### config.mk
export PLATFORM = sky130hd
export DESIGN_NAME = axi_read_master_flat
export DESIGN_NICKNAME = d
export VERILOG_FILES = /design/src/rtl/axi_read_master_if.sv /design/src/rtl/axi_read_master.sv /design/src/flat_wrapper.sv
export SDC_FILE = /design/constraint.sdc
export NUM_CORES = 1
export LEC_CHECK = 0
export CAP_MARGIN = 40
export CELL_PAD_IN_SITES_DETAIL_PLACEMENT = 1
export CELL_PAD_IN_SITES_GLOBAL_PLACEMENT = 1
export CORE_UTILIZATION = 23
export DETAILED_ROUTE_END_ITERATION = 7
export PLACE_DENSITY_LB_ADDON = 0.15
export SYNTH_ARGS = -nofsm -noshare
export SYNTH_HDL_FRONTEND = slang
export SYNTH_SLANG_ARGS = --single-unit
### constraint.sdc
create_clock -name clk -period 1.6 [get_ports clk]
set_input_delay 0.32 -clock clk [delete_from_list [all_inputs] [get_ports clk]]
set_output_delay 0.32 -clock clk [all_outputs]
set_load 0.03 [all_outputs]
### src/rtl/axi_read_master_if.sv
// AXI4 read-channel bundle (AR + R) shared by the read initiator and its responder.
// The master modport drives AR and RREADY; the slave modport drives R and ARREADY.
interface axi_read_master_if #(
   parameter int ADDR_W = 32,
   parameter int DATA_W = 64,
   parameter int ID_W   = 4
);
   logic [ADDR_W-1:0] araddr;
   logic [7:0]        arlen;
   logic [2:0]        arsize;
   logic [1:0]        arburst;
   logic [ID_W-1:0]   arid;
   logic              arvalid;
   logic              arready;

   logic [DATA_W-1:0] rdata;
   logic [1:0]        rresp;
   logic              rlast;
   logic [ID_W-1:0]   rid;
   logic              rvalid;
   logic              rready;

   modport master (
      output araddr, arlen, arsize, arburst, arid, arvalid,
      input  arready,
      input  rdata, rresp, rlast, rid, rvalid,
      output rready
   );

   modport slave (
      input  araddr, arlen, arsize, arburst, arid, arvalid,
      output arready,
      output rdata, rresp, rlast, rid, rvalid,
      input  rready
   );
endinterface

### src/rtl/axi_read_master.sv
// Single-outstanding AXI4 read initiator: one request -> one INCR AR burst, R beats passed
// straight to the client with per-beat error checks. Optional watchdog: AXI_RD_TIMEOUT_EN.
module axi_read_master #(
   parameter int ADDR_W  = 32,
   parameter int DATA_W  = 64,
   parameter int ID_W    = 4,
   parameter int AXI_ID  = 0,
   parameter int TIMEOUT = 1024
) (
   input  logic              clk,
   input  logic              rstn,

   input  logic              req_valid,
   output logic              req_ready,
   input  logic [ADDR_W-1:0] req_addr,
   input  logic [7:0]        req_len,
   input  logic [2:0]        req_size,

   output logic              rsp_valid,
   input  logic              rsp_ready,
   output logic [DATA_W-1:0] rsp_data,
   output logic              rsp_last,
   output logic              rsp_err,

   output logic              busy,
   output logic              err_sticky,
   output logic              timeout,

   axi_read_master_if.master axi
);

   typedef enum logic [1:0] {
      S_IDLE,
      S_ADDR,
      S_DATA
   } state_e;

   state_e            state_q, state_d;
   logic [ADDR_W-1:0] addr_q, addr_d;
   logic [7:0]        len_q, len_d;
   logic [2:0]        size_q, size_d;
   logic [7:0]        cnt_q, cnt_d;
   logic              err_q, err_d;

   logic              ar_hs;
   logic              r_hs;
   logic              beat_err;

   always_ff @(posedge clk or negedge rstn) begin
      if (!rstn) begin
         state_q <= S_IDLE;
         addr_q  <= '0;
         len_q   <= '0;
         size_q  <= '0;
         cnt_q   <= '0;
         err_q   <= 1'b0;
      end else begin
         state_q <= state_d;
         addr_q  <= addr_d;
         len_q   <= len_d;
         size_q  <= size_d;
         cnt_q   <= cnt_d;
         err_q   <= err_d;
      end
   end

   // A beat is wrong if the responder flags it, answers for another ID, or places RLAST
   // anywhere other than the beat whose index equals the requested ARLEN.
   assign beat_err = (axi.rresp != 2'b00)
                  || (axi.rid != ID_W'(AXI_ID))
                  || (axi.rlast != (cnt_q == len_q));

   always_comb begin
      state_d     = state_q;
      addr_d      = addr_q;
      len_d       = len_q;
      size_d      = size_q;
      cnt_d       = cnt_q;
      err_d       = err_q;
      req_ready   = 1'b0;
      rsp_valid   = 1'b0;
      rsp_last    = 1'b0;
      rsp_err     = 1'b0;
      axi.arvalid = 1'b0;
      axi.rready  = 1'b0;
      ar_hs       = 1'b0;
      r_hs        = 1'b0;

      unique case (state_q)
         S_IDLE: begin
            req_ready = 1'b1;
            if (req_valid) begin
               addr_d  = req_addr;
               len_d   = req_len;
               size_d  = req_size;
               err_d   = 1'b0;
               state_d = S_ADDR;
            end
         end

         S_ADDR: begin
            axi.arvalid = 1'b1;
            ar_hs       = axi.arready;
            if (ar_hs) begin
               cnt_d   = '0;
               state_d = S_DATA;
            end
         end

         S_DATA: begin
            rsp_valid  = axi.rvalid;
            rsp_last   = axi.rlast;
            rsp_err    = axi.rvalid && beat_err;
            axi.rready = rsp_ready;
            r_hs       = axi.rvalid && rsp_ready;
            if (r_hs) begin
               // Saturate so a responder that never sends RLAST cannot alias beat 0.
               if (cnt_q != 8'hFF) begin
                  cnt_d = cnt_q + 8'd1;
               end
               if (beat_err) begin
                  err_d = 1'b1;
               end
               if (axi.rlast) begin
                  state_d = S_IDLE;
               end
            end
         end

         default: begin
            state_d = S_IDLE;
         end
      endcase
   end

   assign axi.araddr  = addr_q;
   assign axi.arlen   = len_q;
   assign axi.arsize  = size_q;
   assign axi.arburst = 2'b01;
   assign axi.arid    = ID_W'(AXI_ID);

   assign rsp_data = axi.rdata;
   assign busy     = (state_q != S_IDLE);

`ifdef AXI_RD_TIMEOUT_EN
   logic [31:0] wd_q, wd_d;
   logic        tmo_q, tmo_d;

   // Counts consecutive stalled cycles while a burst is open; only observes, never aborts.
   always_comb begin
      wd_d  = wd_q;
      tmo_d = tmo_q;
      if ((state_q == S_IDLE) || ar_hs || r_hs) begin
         wd_d = '0;
      end else if (wd_q != 32'(TIMEOUT)) begin
         wd_d = wd_q + 32'd1;
      end
      if (wd_d == 32'(TIMEOUT)) begin
         tmo_d = 1'b1;
      end
   end

   always_ff @(posedge clk or negedge rstn) begin
      if (!rstn) begin
         wd_q  <= '0;
         tmo_q <= 1'b0;
      end else begin
         wd_q  <= wd_d;
         tmo_q <= tmo_d;
      end
   end

   assign timeout    = tmo_q;
   assign err_sticky = err_q | tmo_q;
`else
   logic [31:0] unused_timeout;
   logic        unused_hs;

   assign unused_timeout = 32'(TIMEOUT);
   assign unused_hs      = ar_hs ^ r_hs;
   assign timeout        = 1'b0;
   assign err_sticky     = err_q;
`endif

endmodule

### src/flat_wrapper.sv
// flat-port wrapper written by rule: the top's interface ports become plain ports
module axi_read_master_flat 
#(
   parameter int ADDR_W  = 32,
   parameter int DATA_W  = 64,
   parameter int ID_W    = 4,
   parameter int AXI_ID  = 0,
   parameter int TIMEOUT = 1024
)
  (clk, rstn, req_valid, req_ready, req_addr, req_len, req_size, rsp_valid, rsp_ready, rsp_data, rsp_last, rsp_err, busy, err_sticky, timeout, axi_araddr, axi_arlen, axi_arsize, axi_arburst, axi_arid, axi_arvalid, axi_arready, axi_rdata, axi_rresp, axi_rlast, axi_rid, axi_rvalid, axi_rready);
  axi_read_master_if #(.ADDR_W(ADDR_W), .DATA_W(DATA_W), .ID_W(ID_W)) axi_i ();
  input  logic clk;
  input  logic rstn;
  input  logic req_valid;
  output logic req_ready;
  input  logic [ADDR_W-1:0] req_addr;
  input  logic [7:0] req_len;
  input  logic [2:0] req_size;
  output logic rsp_valid;
  input  logic rsp_ready;
  output logic [DATA_W-1:0] rsp_data;
  output logic rsp_last;
  output logic rsp_err;
  output logic busy;
  output logic err_sticky;
  output logic timeout;
  output wire logic [$bits(axi_i.araddr)-1:0] axi_araddr;
  output wire logic [$bits(axi_i.arlen)-1:0] axi_arlen;
  output wire logic [$bits(axi_i.arsize)-1:0] axi_arsize;
  output wire logic [$bits(axi_i.arburst)-1:0] axi_arburst;
  output wire logic [$bits(axi_i.arid)-1:0] axi_arid;
  output wire logic [$bits(axi_i.arvalid)-1:0] axi_arvalid;
  input wire logic [$bits(axi_i.arready)-1:0] axi_arready;
  input wire logic [$bits(axi_i.rdata)-1:0] axi_rdata;
  input wire logic [$bits(axi_i.rresp)-1:0] axi_rresp;
  input wire logic [$bits(axi_i.rlast)-1:0] axi_rlast;
  input wire logic [$bits(axi_i.rid)-1:0] axi_rid;
  input wire logic [$bits(axi_i.rvalid)-1:0] axi_rvalid;
  output wire logic [$bits(axi_i.rready)-1:0] axi_rready;
  assign axi_araddr = axi_i.araddr;
  assign axi_arlen = axi_i.arlen;
  assign axi_arsize = axi_i.arsize;
  assign axi_arburst = axi_i.arburst;
  assign axi_arid = axi_i.arid;
  assign axi_arvalid = axi_i.arvalid;
  assign axi_i.arready = axi_arready;
  assign axi_i.rdata = axi_rdata;
  assign axi_i.rresp = axi_rresp;
  assign axi_i.rlast = axi_rlast;
  assign axi_i.rid = axi_rid;
  assign axi_i.rvalid = axi_rvalid;
  assign axi_rready = axi_i.rready;
  axi_read_master #(.ADDR_W(ADDR_W), .DATA_W(DATA_W), .ID_W(ID_W), .AXI_ID(AXI_ID), .TIMEOUT(TIMEOUT)) u_core (.clk(clk), .rstn(rstn), .req_valid(req_valid), .req_ready(req_ready), .req_addr(req_addr), .req_len(req_len), .req_size(req_size), .rsp_valid(rsp_valid), .rsp_ready(rsp_ready), .rsp_data(rsp_data), .rsp_last(rsp_last), .rsp_err(rsp_err), .busy(busy), .err_sticky(err_sticky), .timeout(timeout), .axi(axi_i));
endmodule
# --- Word-level counts from Yosys, hierarchy flattened ---
# Index checks and enable logic that the tools add are counted.
totals:
  inputBits: 120
  elab_cells: 51
  output_inout_bits: 122
  ff_bits: 54
classes:
  n_reduce_logical: 14
  n_eq_ne: 11
  n_mux: 19
  add_sub_neg: 1
op_table:
  columns: ["cell", "n"]
  rows:
  - ["$mux 8", 3]
  - ["$pmux 8 s2", 1]
  - ["$reduce_and 4->1", 3]
  - ["$mux 1", 9]
  - ["$add 8x1->8 const B", 1]
  - ["$eq 8x8->1", 1]
  - ["$mux 2", 4]
  - ["$ne 8x8->1 const B", 1]
  - ["$reduce_bool 2->1", 4]
  - ["$ne 2x1->1 const B", 3]
  - ["$ne 2x2->1 const B", 3]
  - ["$pmux 2 s3", 1]
  - ["$reduce_bool 4->1", 1]
  - ["$eq 2x1->1 const B", 1]
  - ["$eq 2x2->1 const B", 1]
  - ["$logic_and 1x1->1", 2]
  - ["$logic_not 2->1", 1]
  - ["$logic_or 1x1->1", 2]
  - ["$pmux 1 s2", 1]
  - ["$reduce_and 2->1", 1]
  - ["$ne 1x1->1", 1]

# --- Depth between registers and ports, before layout ---
# Gate-level depths: netlist (run 1).
logic_depth:
  depth_word: 6
  mapped_depth: 5
  ltp_nobuf: 5

# --- Least setup slack after synthesis (run 1) ---
# Ideal clock, no wire load.
synth_path:
  path_kind: "register to register"
  startpoint: "register u_core.state_q[1]"
  endpoint: "register u_core.addr_q[0] (netlist: u_core.axi.araddr[0])"
  arrival_time_ps: 1684
  synth_period_minus_slack_ps: 1809
  path_stages_with_launch: 6
  path_buffers: 2
  setup_ps: 125
  setup_slack_ps: -209
  required_time_ps: 1475
  cell_sequence: "dfrtp_1 -> nor2_1 -> and2_1 -> buf_4 -> buf_6 -> mux2_2"
synth_between:
  elab_chain_len: 2
synth_rtl:
  columns: ["item", "line_no", "rtl"]
  rows:
  - ["from (decl)", "axi_read_master.sv:38", "state_e state_q, state_d;"]
  - ["from (signal assigned)", "axi_read_master.sv:58", "state_q <= state_d;"]
  - ["$logic_not 2->1", "axi_read_master.sv:89", "unique case (state_q)"]
  - ["$reduce_and 2->1 (no source line)", null, null]
  - ["to (signal assigned)", "axi_read_master.sv:59", "addr_q <= addr_d;"]
  - ["to (decl)", "axi_read_master.sv:39", "logic [ADDR_W-1:0] addr_q, addr_d;"]
# No other way between the ends.
# A chain may end at the register's enable or synchronous reset.

# --- Final worst setup path (run 1) ---
layout_path:
  startpoint: "register u_core.len_q[3] (netlist: u_core.axi.arlen[3])"
  endpoint: "output port rsp_err"
layout_between:
  elab_chain_len: 5
layout_rtl:
  columns: ["item", "line_no", "rtl"]
  rows:
  - ["from (decl)", "axi_read_master.sv:40", "logic [7:0] len_q, len_d;"]
  - ["from (signal assigned)", "axi_read_master.sv:60", "len_q <= len_d;"]
  - ["$eq 8x8->1", "axi_read_master.sv:71", "|| (axi.rlast != (cnt_q == len_q));"]
  - ["$ne 1x1->1", "axi_read_master.sv:71", null]
  - ["$logic_or 1x1->1", "axi_read_master.sv:71", null]
  - ["$logic_and 1x1->1", "axi_read_master.sv:113", "rsp_err = axi.rvalid && beat_err;"]
  - ["$mux 1", "axi_read_master.sv:89", null]
  - ["to (decl)", "flat_wrapper.sv:23", "output logic rsp_err;"]
# No other way between the ends.

==> results of run 1 <==
cells in the final DEF, fill, tap and decap left out, types with 2 or more instances in the layout:
| cell | instances |
|---|---|
| xnor2_2 | 8 |
| clkbuf_1 | 2 |
| mux2_2 | 3 |
| o21ai_0 | 2 |
| nand2b_1 | 2 |
| and2_4 | 4 |
| clkdlybuf4s50_1 | 53 |
| buf_6 | 6 |
| and4_4 | 2 |
| nor4_1 | 3 |
| conb_1 | 7 |
| nand3_1 | 5 |
| buf_4 | 37 |
| dlygate4sd2_1 | 44 |
| inv_1 | 2 |
| mux2i_1 | 2 |
| dfrtp_2 | 8 |
| and3_1 | 3 |
| dfrtp_1 | 46 |
| nand4_1 | 5 |
| mux2_4 | 40 |
| clkbuf_16 | 8 |
| buf_12 | 4 |
| nand2_1 | 8 |
| buf_2 | 2 |
| o21a_1 | 2 |
| nor2_1 | 5 |
synth_stat cells, types with 3 or more instances:
master   number  area (um^2)
and2_1        5        31.28
and3_1        3        18.77
buf_4        72        540.5
buf_6         4        45.04
dfrtp_1      54         1351
mux2_2       43        484.2
nand2_1       8        30.03
nand3_1       6        30.03
nand4_1       5        31.28
nor2_1        6        22.52
nor4_1        3        18.77
o21ai_0       3        15.01
xnor2_1       8        70.07
how the worst max path moves through the flow:
stage / from / endpoint / slack [ns] / depth (start not counted)
finish: u_core.axi.arlen[3] / rsp_err / -0.33 / 5
detailed placement: axi_rid[1] / rsp_err / -0.77 / 5
global route: u_core.cnt_q[2] / rsp_err / -0.44 / 5
CTS: u_core.axi.arlen[0] / rsp_err / -0.37 / 5
floorplan: u_core.axi.arlen[6] / rsp_err / -0.07 / 4
global placement: axi_rid[1] / rsp_err / -0.76 / 5
cells by family after synthesis:
group,Yosys count
XOR/XNOR,9
AND/OR/NAND/NOR,46
multiplexers,45
flip-flops,54
other,2
buffers and inverters,79
AO/OA/AOI/OAI,12
adder cells (fa/ha/maj),1
metal layers:
metal  wire [um]  share of wire (%)  up-vias  GRT usage, %
met5           0                  0        -             0
met4         122                1.6        0         4.589
met3         749                9.8       22         4.659
met2        3579                 47       90         18.38
met1        3202                 42     1026         12.90
li1            -                  -      938             -
sequential cells by signal (all words and copies together) (netlist names):
register / flops
u_core.axi.araddr: 32
u_core.axi.arlen: 8
u_core.state_q: 2
u_core.err_sticky: 1
u_core.axi.arsize: 3
u_core.cnt_q: 8
power by group through the flow:
stage	logic (mW)	registers (mW)	clock network, mW
2_1_floorplan	1.71	3.57	0
3_3_place_gp	4.62	2.38	0
3_5_place_dp	4.64	2.41	0
4_1_cts	4.26	2.37	1.16
5_1_grt	5.19	2.48	1.19
6_report	4.86	2.38	1.11
layout make-up:
type                    instances  share of cell area [%]
multi-input cells             120                   28.27
inverters                       2                  0.1700
well taps                     168                   4.759
clock buffers                   7                   3.003
repair buffers                151                   32.80
flip-flops and latches         54                   30.82
clock inverters                 1                  0.1700
repair_timing:
action,CTS,global route
hold buffers,1,0
pin swaps,5,7
resized for setup,61,54
gates cloned,0,4
buffers inserted,0,1
endpoints found under the hold margin,6,0
endpoints found under the setup margin,51,37
worst max-delay path: stages, from the launching register on:
cell	delay, ns
dfrtp_2	0.43
xnor2_2	0.19
and4_4	0.26
a21boi_2	0.05
o31a_1	0.25
buf_6	0.14
metrics by stage:
stage               setup TNS (ns)  setup slack (ns)  hold slack (ns)  instance area [um^2]  std cells
finish                     -0.3350           -0.3350           0.4359                  4417        503
global placement            -3.921           -0.7601           0.2020                  4015        489
detailed placement          -4.006           -0.7726           0.1993                  4015        489
global route                -1.910           -0.4384           0.4490                  4417        503
CTS                        -0.3773           -0.3739           0.4180                  4118        498
floorplan                 -0.06543          -0.06543          0.02441                  3008        253
==> summary.md, run 1 <==
| Metric | Value |
|---|---|
| Part of the cycle the worst path needs | 120.9% |
| Worst VDD drop | 676.1 uV |
| Post-synth ARST share | 100.0% |
| CTS max path bufs | 2 |
| PortBufs | 106 |
| Crit path DAT | 1.61 ns |
| Vias per inst | 4.127 |
| Hpwl dp | about 5.3 mm |
| Wire per inst | 15.22 um |
| Largest family of logic cells by synthesized area | buffers and inverters |
| Post-synth EDFFs | 0 |
| TritonCTS clock tree | yes |
| Worst Skew | 0.004685 ns |
| CTS Root Cell | clkbuf_16 |
| Layout cells sized above 1 | 39.40% |
| Clock-pin slew on the worst setup and hold paths | 0.08 ns |
| Reg2Reg Launch Point | u_core.state_q[0] |
| Full die area | between 10000 and 15000 um^2 |
| Final setup fails | 1 |
| Synth warnings | 0 |
| H-tree Lvls | 2 |
| Final Hold Viols | 0 |
| Failing checks | setup timing |
| Clk Latency, worst-skew pair | 0.29 ns |
| Fillers | around 1300 |
| Via count | 2076 |
| Core Util, Final | about 36% |
| Max cap viols | 0 |
| Worst-path fanout max | 2 |
| First DRT Iteration DRCs | 17 |
| Core ar. | 12160 um^2 |
| Portion of total power attributed to sequential cells | 28.5% |
| Yosys reg bits | 54 |
| Combinational share of power | 58.2% |
| Die Width | ~110 um |
| DRT Wirelength | 7.654 mm |
| Row cnt | 40 |
| Max Slew Vio Count | 0 |
| Global-route wire length before repair | 11.43 mm |
| Fraction of the yosys area taken by sequential cells | 46.45% |
| Final worst slack | -0.3350 ns |
| Hold crit path type | input pin to async pin |
| Number of global-route vias before repair | 2308 |
| Compound-Gate Fraction of Synth Area | about 3.4% |
| Switching power | 3.360 mW |
| Worst Path Required | 1.28 ns |
| Ys flop type | dfrtp_1 |
| Int Power | 4.983 mW |
| Yosys cell types | 33 |
| Initial antenna violation count | 0 |
| Cells on worst reg2reg path | 5 |
| Clk pwr share | 13.3% |
| Avg Cell Area, Syn | 11.73 um^2 |
| Synth Area in Simple Gates | 8.817% |
| RSZ-0062 raised after global routing | yes |
| Worst R2R Setup Slack | around 0.02 ns |
| Synth Area in XOR/XNOR | 2.710% |
| Crit path kind | flip-flop to output pin |
| Setup crit end kind | output pin |
| Max Clock Freq | 516.8 MHz |
| Sequential cell area | 1361 um^2 |
| GRT overflow | 0 |
| Crit path time final | 1.935 ns |
| Setup crit start kind | flip-flop |
| Largest net degree at the start of global routing | 30 |
| Drt drc | 0 |
| Synth Area in Adders | less than 1% |
| Cell Pwr Density | 1889 nW/um^2 |
| Synth Instances | 248 |
| All-layer global routing usage | 11.21% |
| TritonCTS Sinks | 54 |
| Status | finished with violations |
| Diode count | 0 |
| Final nets | 455 |
| Area of the multi-input gates | 1249 um^2 |
| # IOs | 242 |
| Multiplexer share of the synthesized area | approximately 17% |
| Routed Antenna Nets | 0 |
| Die Y | 114.5 um |
| Area Growth Syn to Fin | 51.83% |
| Pwr Total | ~8.3 mW |
| Post-Syn Area | a little under 3000 um^2 |
| RR Endpoint | u_core.axi.arlen[7] |
| Net Sw Frac | 40.28% |
| Drt pass-1 iters | 4 |
| Initial core utilization | 23.92% |
| Final Wtd Congestion | roughly 0.7 |
| Leakage dissipation | 2.030 nW |
| Total CTS buffers | 5 |
Power figures use the tool's default switching activity.
==> inputs of run 2 (changes only) <==
CTS_CLUSTER_DIAMETER = 80   (was default)
SKIP_CTS_REPAIR_TIMING = 1   (was default)
==> run 2 against run 1 <==
Compared with the run above: the flow still finishes with violations (setup timing); sequential share of layout area shrank 1.1 points; sequential power is essentially flat; design area grew 3.7%; critical path depth is the same; hold slack lost 0.021 ns; core utilization grew 1.4 points; count of clock-buffer cells in the layout is the same; via count grew 0.24%; routed wire length grew 0.90%.
==> summary.md, run 2 (same netlist as run 1, synthesis figures left out) <==
| Metric | Value |
|---|---|
| Hold crit path type | input pin to async pin |
| CP max stage delay | 0.42 ns (about the same) |
| Routed Antenna Nets | 0 (unchanged) |
| RSZ-0062 raised after global routing | yes |
| PortBufs | 106 (unchanged) |
| Flip-flop count of the largest register after layout | 32 (unchanged) |
| Leakage dissipation | 2.384 nW (+17%) |
| # IOs | 242 (unchanged) |
| Final Wtd Congestion | 0.7022 (unchanged) |
| Most frequent cells in the layout | 53 x clkdlybuf4s50_1, 46 x dfrtp_1, 45 x dlymetal6s2s_1 |
| Post-DP Area | 4015 um^2 (unchanged) |
| Via count | 2081 (+0.24%) |
| Crit path kind | flip-flop to output pin |
| Pwr Total | 8.666 mW (+3.9%) |
| Leading cell type in the layout, fill and taps excluded | clkdlybuf4s50_1 |
| Number of global-route vias before repair | 2283 (-1.1%) |
| Total CTS buffers | 5 (unchanged) |
| GRT overflow | 0 (unchanged) |
| Die Width | 114.5 um (unchanged) |
| Core ar. | 12160 um^2 (unchanged) |
| Final nets | 455 (unchanged) |
| Worst Path Required | 1.28 ns (about the same) |
| Final setup fails | 1 (unchanged) |
| Max Slew Vio Count | 0 (unchanged) |
| Cell Pwr Density | 1891 nW/um^2 (+0.12%) |
| Drt drc | 0 (unchanged) |
| Final Instance Area | 4582 um^2 (+3.7%) |
| Crit path time final | 1.941 ns (+0.006215 ns) |
| Row cnt | 40 (unchanged) |
| Cells on worst reg2reg path | 5 (unchanged) |
| First DRT Iteration DRCs | 23 (+6) |
| Sequential cell area | 1361 um^2 (unchanged) |
| Part of the cycle the worst path needs | 121.3% (+0.39 points) |
| Global-route wire length before repair | 11.34 mm (-0.73%) |
| Critical-path top delay cell | dfrtp_2 |
| Full die area | 13100 um^2 (unchanged) |
| Area Growth Syn to Fin | 57.51% |
| Worst VDD drop | 726.9 uV (+7.5%) |
| DRT Wirelength | 7.723 mm (+0.90%) |
| All-layer global routing usage | 11.15% (-0.057 points) |
| Area of the multi-input gates | 1245 um^2 (-0.30%) |
| Fillers | 1290 (-1.9%) |
| Initial core utilization | 23.92% (unchanged) |
| Clk Latency, worst-skew pair | 0.29 ns (about the same) |
| Die Y | 114.5 um (unchanged) |
| H-tree Lvls | 2 (unchanged) |
| CTS Root Cell | clkbuf_16 |
| Core Util, Final | 37.67% (+1.4 points) |
| Setup crit start kind | flip-flop |
| Hpwl dp | 5.313 mm (unchanged) |
| CTS max path bufs | 2 (unchanged) |
| Crit path DAT | 1.62 ns (about the same) |
| Failing checks | setup timing |
| Setup crit end kind | output pin |
| Clock-pin slew on the worst setup and hold paths | 0.08 ns (about the same) |
| TritonCTS Sinks | 54 (unchanged) |
| Status | finished with violations |
| Initial antenna violation count | 0 (unchanged) |
| Worst-path fanout max | 2 (unchanged) |
| Worst R2R Setup Slack | 0.02 ns (about the same) |
| Layout cells sized above 1 | 39.10% (-0.30 points) |
| Vias per inst | 4.137 (+0.24%) |
| RR Endpoint | u_core.axi.araddr[10] |
| Reg2Reg Launch Point | u_core.state_q[0] |
| Final worst slack | -0.3412 ns (-0.006215 ns) |
| Max cap viols | 0 (unchanged) |
| Max Clock Freq | 515.1 MHz (-0.32%) |
| Final Hold Viols | 0 (unchanged) |
| Setup TNS | -0.3412 ns (-0.006215 ns) |
| Wire per inst | 15.35 um (+0.90%) |
| Diode count | 0 (unchanged) |
| CP cell instances | xnor2_2 > and4_4 > a21boi_1 > o31a_1 > buf_6 |
| TritonCTS clock tree | yes |
| Drt pass-1 iters | 4 (unchanged) |
| Worst Skew | 0.004397 ns (-0.0002877 ns) |
| Largest net degree at the start of global routing | 30 (unchanged) |
==> run 2: changes by cell type in the layout (fill, tap and decap cells not counted), sizes merged <==
cell and change:
buf -1, clkbuf +1, dlygate4sd2 -44, dlymetal6s2s +44
==> run 2: worst max path at each step <==
stage | start | endpoint | slack [ns] | cells after the start
floorplan | u_core.axi.arlen[6] | rsp_err | -0.07 | 4
global placement | axi_rid[1] | rsp_err | -0.76 | 5
detailed placement | axi_rid[1] | rsp_err | -0.77 | 5
CTS | u_core.cnt_q[3] | rsp_err | -0.89 | 5
global route | u_core.axi.arlen[0] | rsp_err | -0.43 | 5
finish | u_core.axi.arlen[0] | rsp_err | -0.34 | 5
==> run 2: where the power goes <==
part | switching, mW | internal, mW
registers | 0.383 | 2.00
clock network | 0.524 | 0.585
logic | 2.46 | 2.71
==> run 2: final cells by class <==
class	count	share of cell area, %
well taps	168	4.588
clock inverters	1	0.1638
clock buffers	7	2.895
flip-flops and latches	54	29.71
multi-input cells	120	27.17
repair buffers	151	35.31
inverters	2	0.1638
==> run 2: routing by layer <==
metal | routed length [um] | GRT usage (%) | part of all wire (%)
met1 | 3189 | 12.90 | 41
met2 | 3659 | 18.06 | 47
met3 | 751 | 4.817 | 9.7
met4 | 122 | 4.589 | 1.6
met5 | 0 | 0 | 0
==> run 2: worst max-delay path: cells and delay by family (launching register included) <==
kind            cells  cell delay [ns]
compound gates      2             0.32
xor+xnor            1             0.18
buf+inv             1             0.14
flops               1             0.42
simple gates        1             0.26
==> run 2: metrics by stage <==
stage          setup slack, ns  cells  hold slack (ns)
2_1_floorplan         -0.06543    253          0.02441
3_5_place_dp           -0.7726    489           0.1993
3_3_place_gp           -0.7601    489           0.2020
4_1_cts                -0.8896    497          -0.1213
5_1_grt                -0.4252    503           0.4419
6_report               -0.3412    503           0.4154
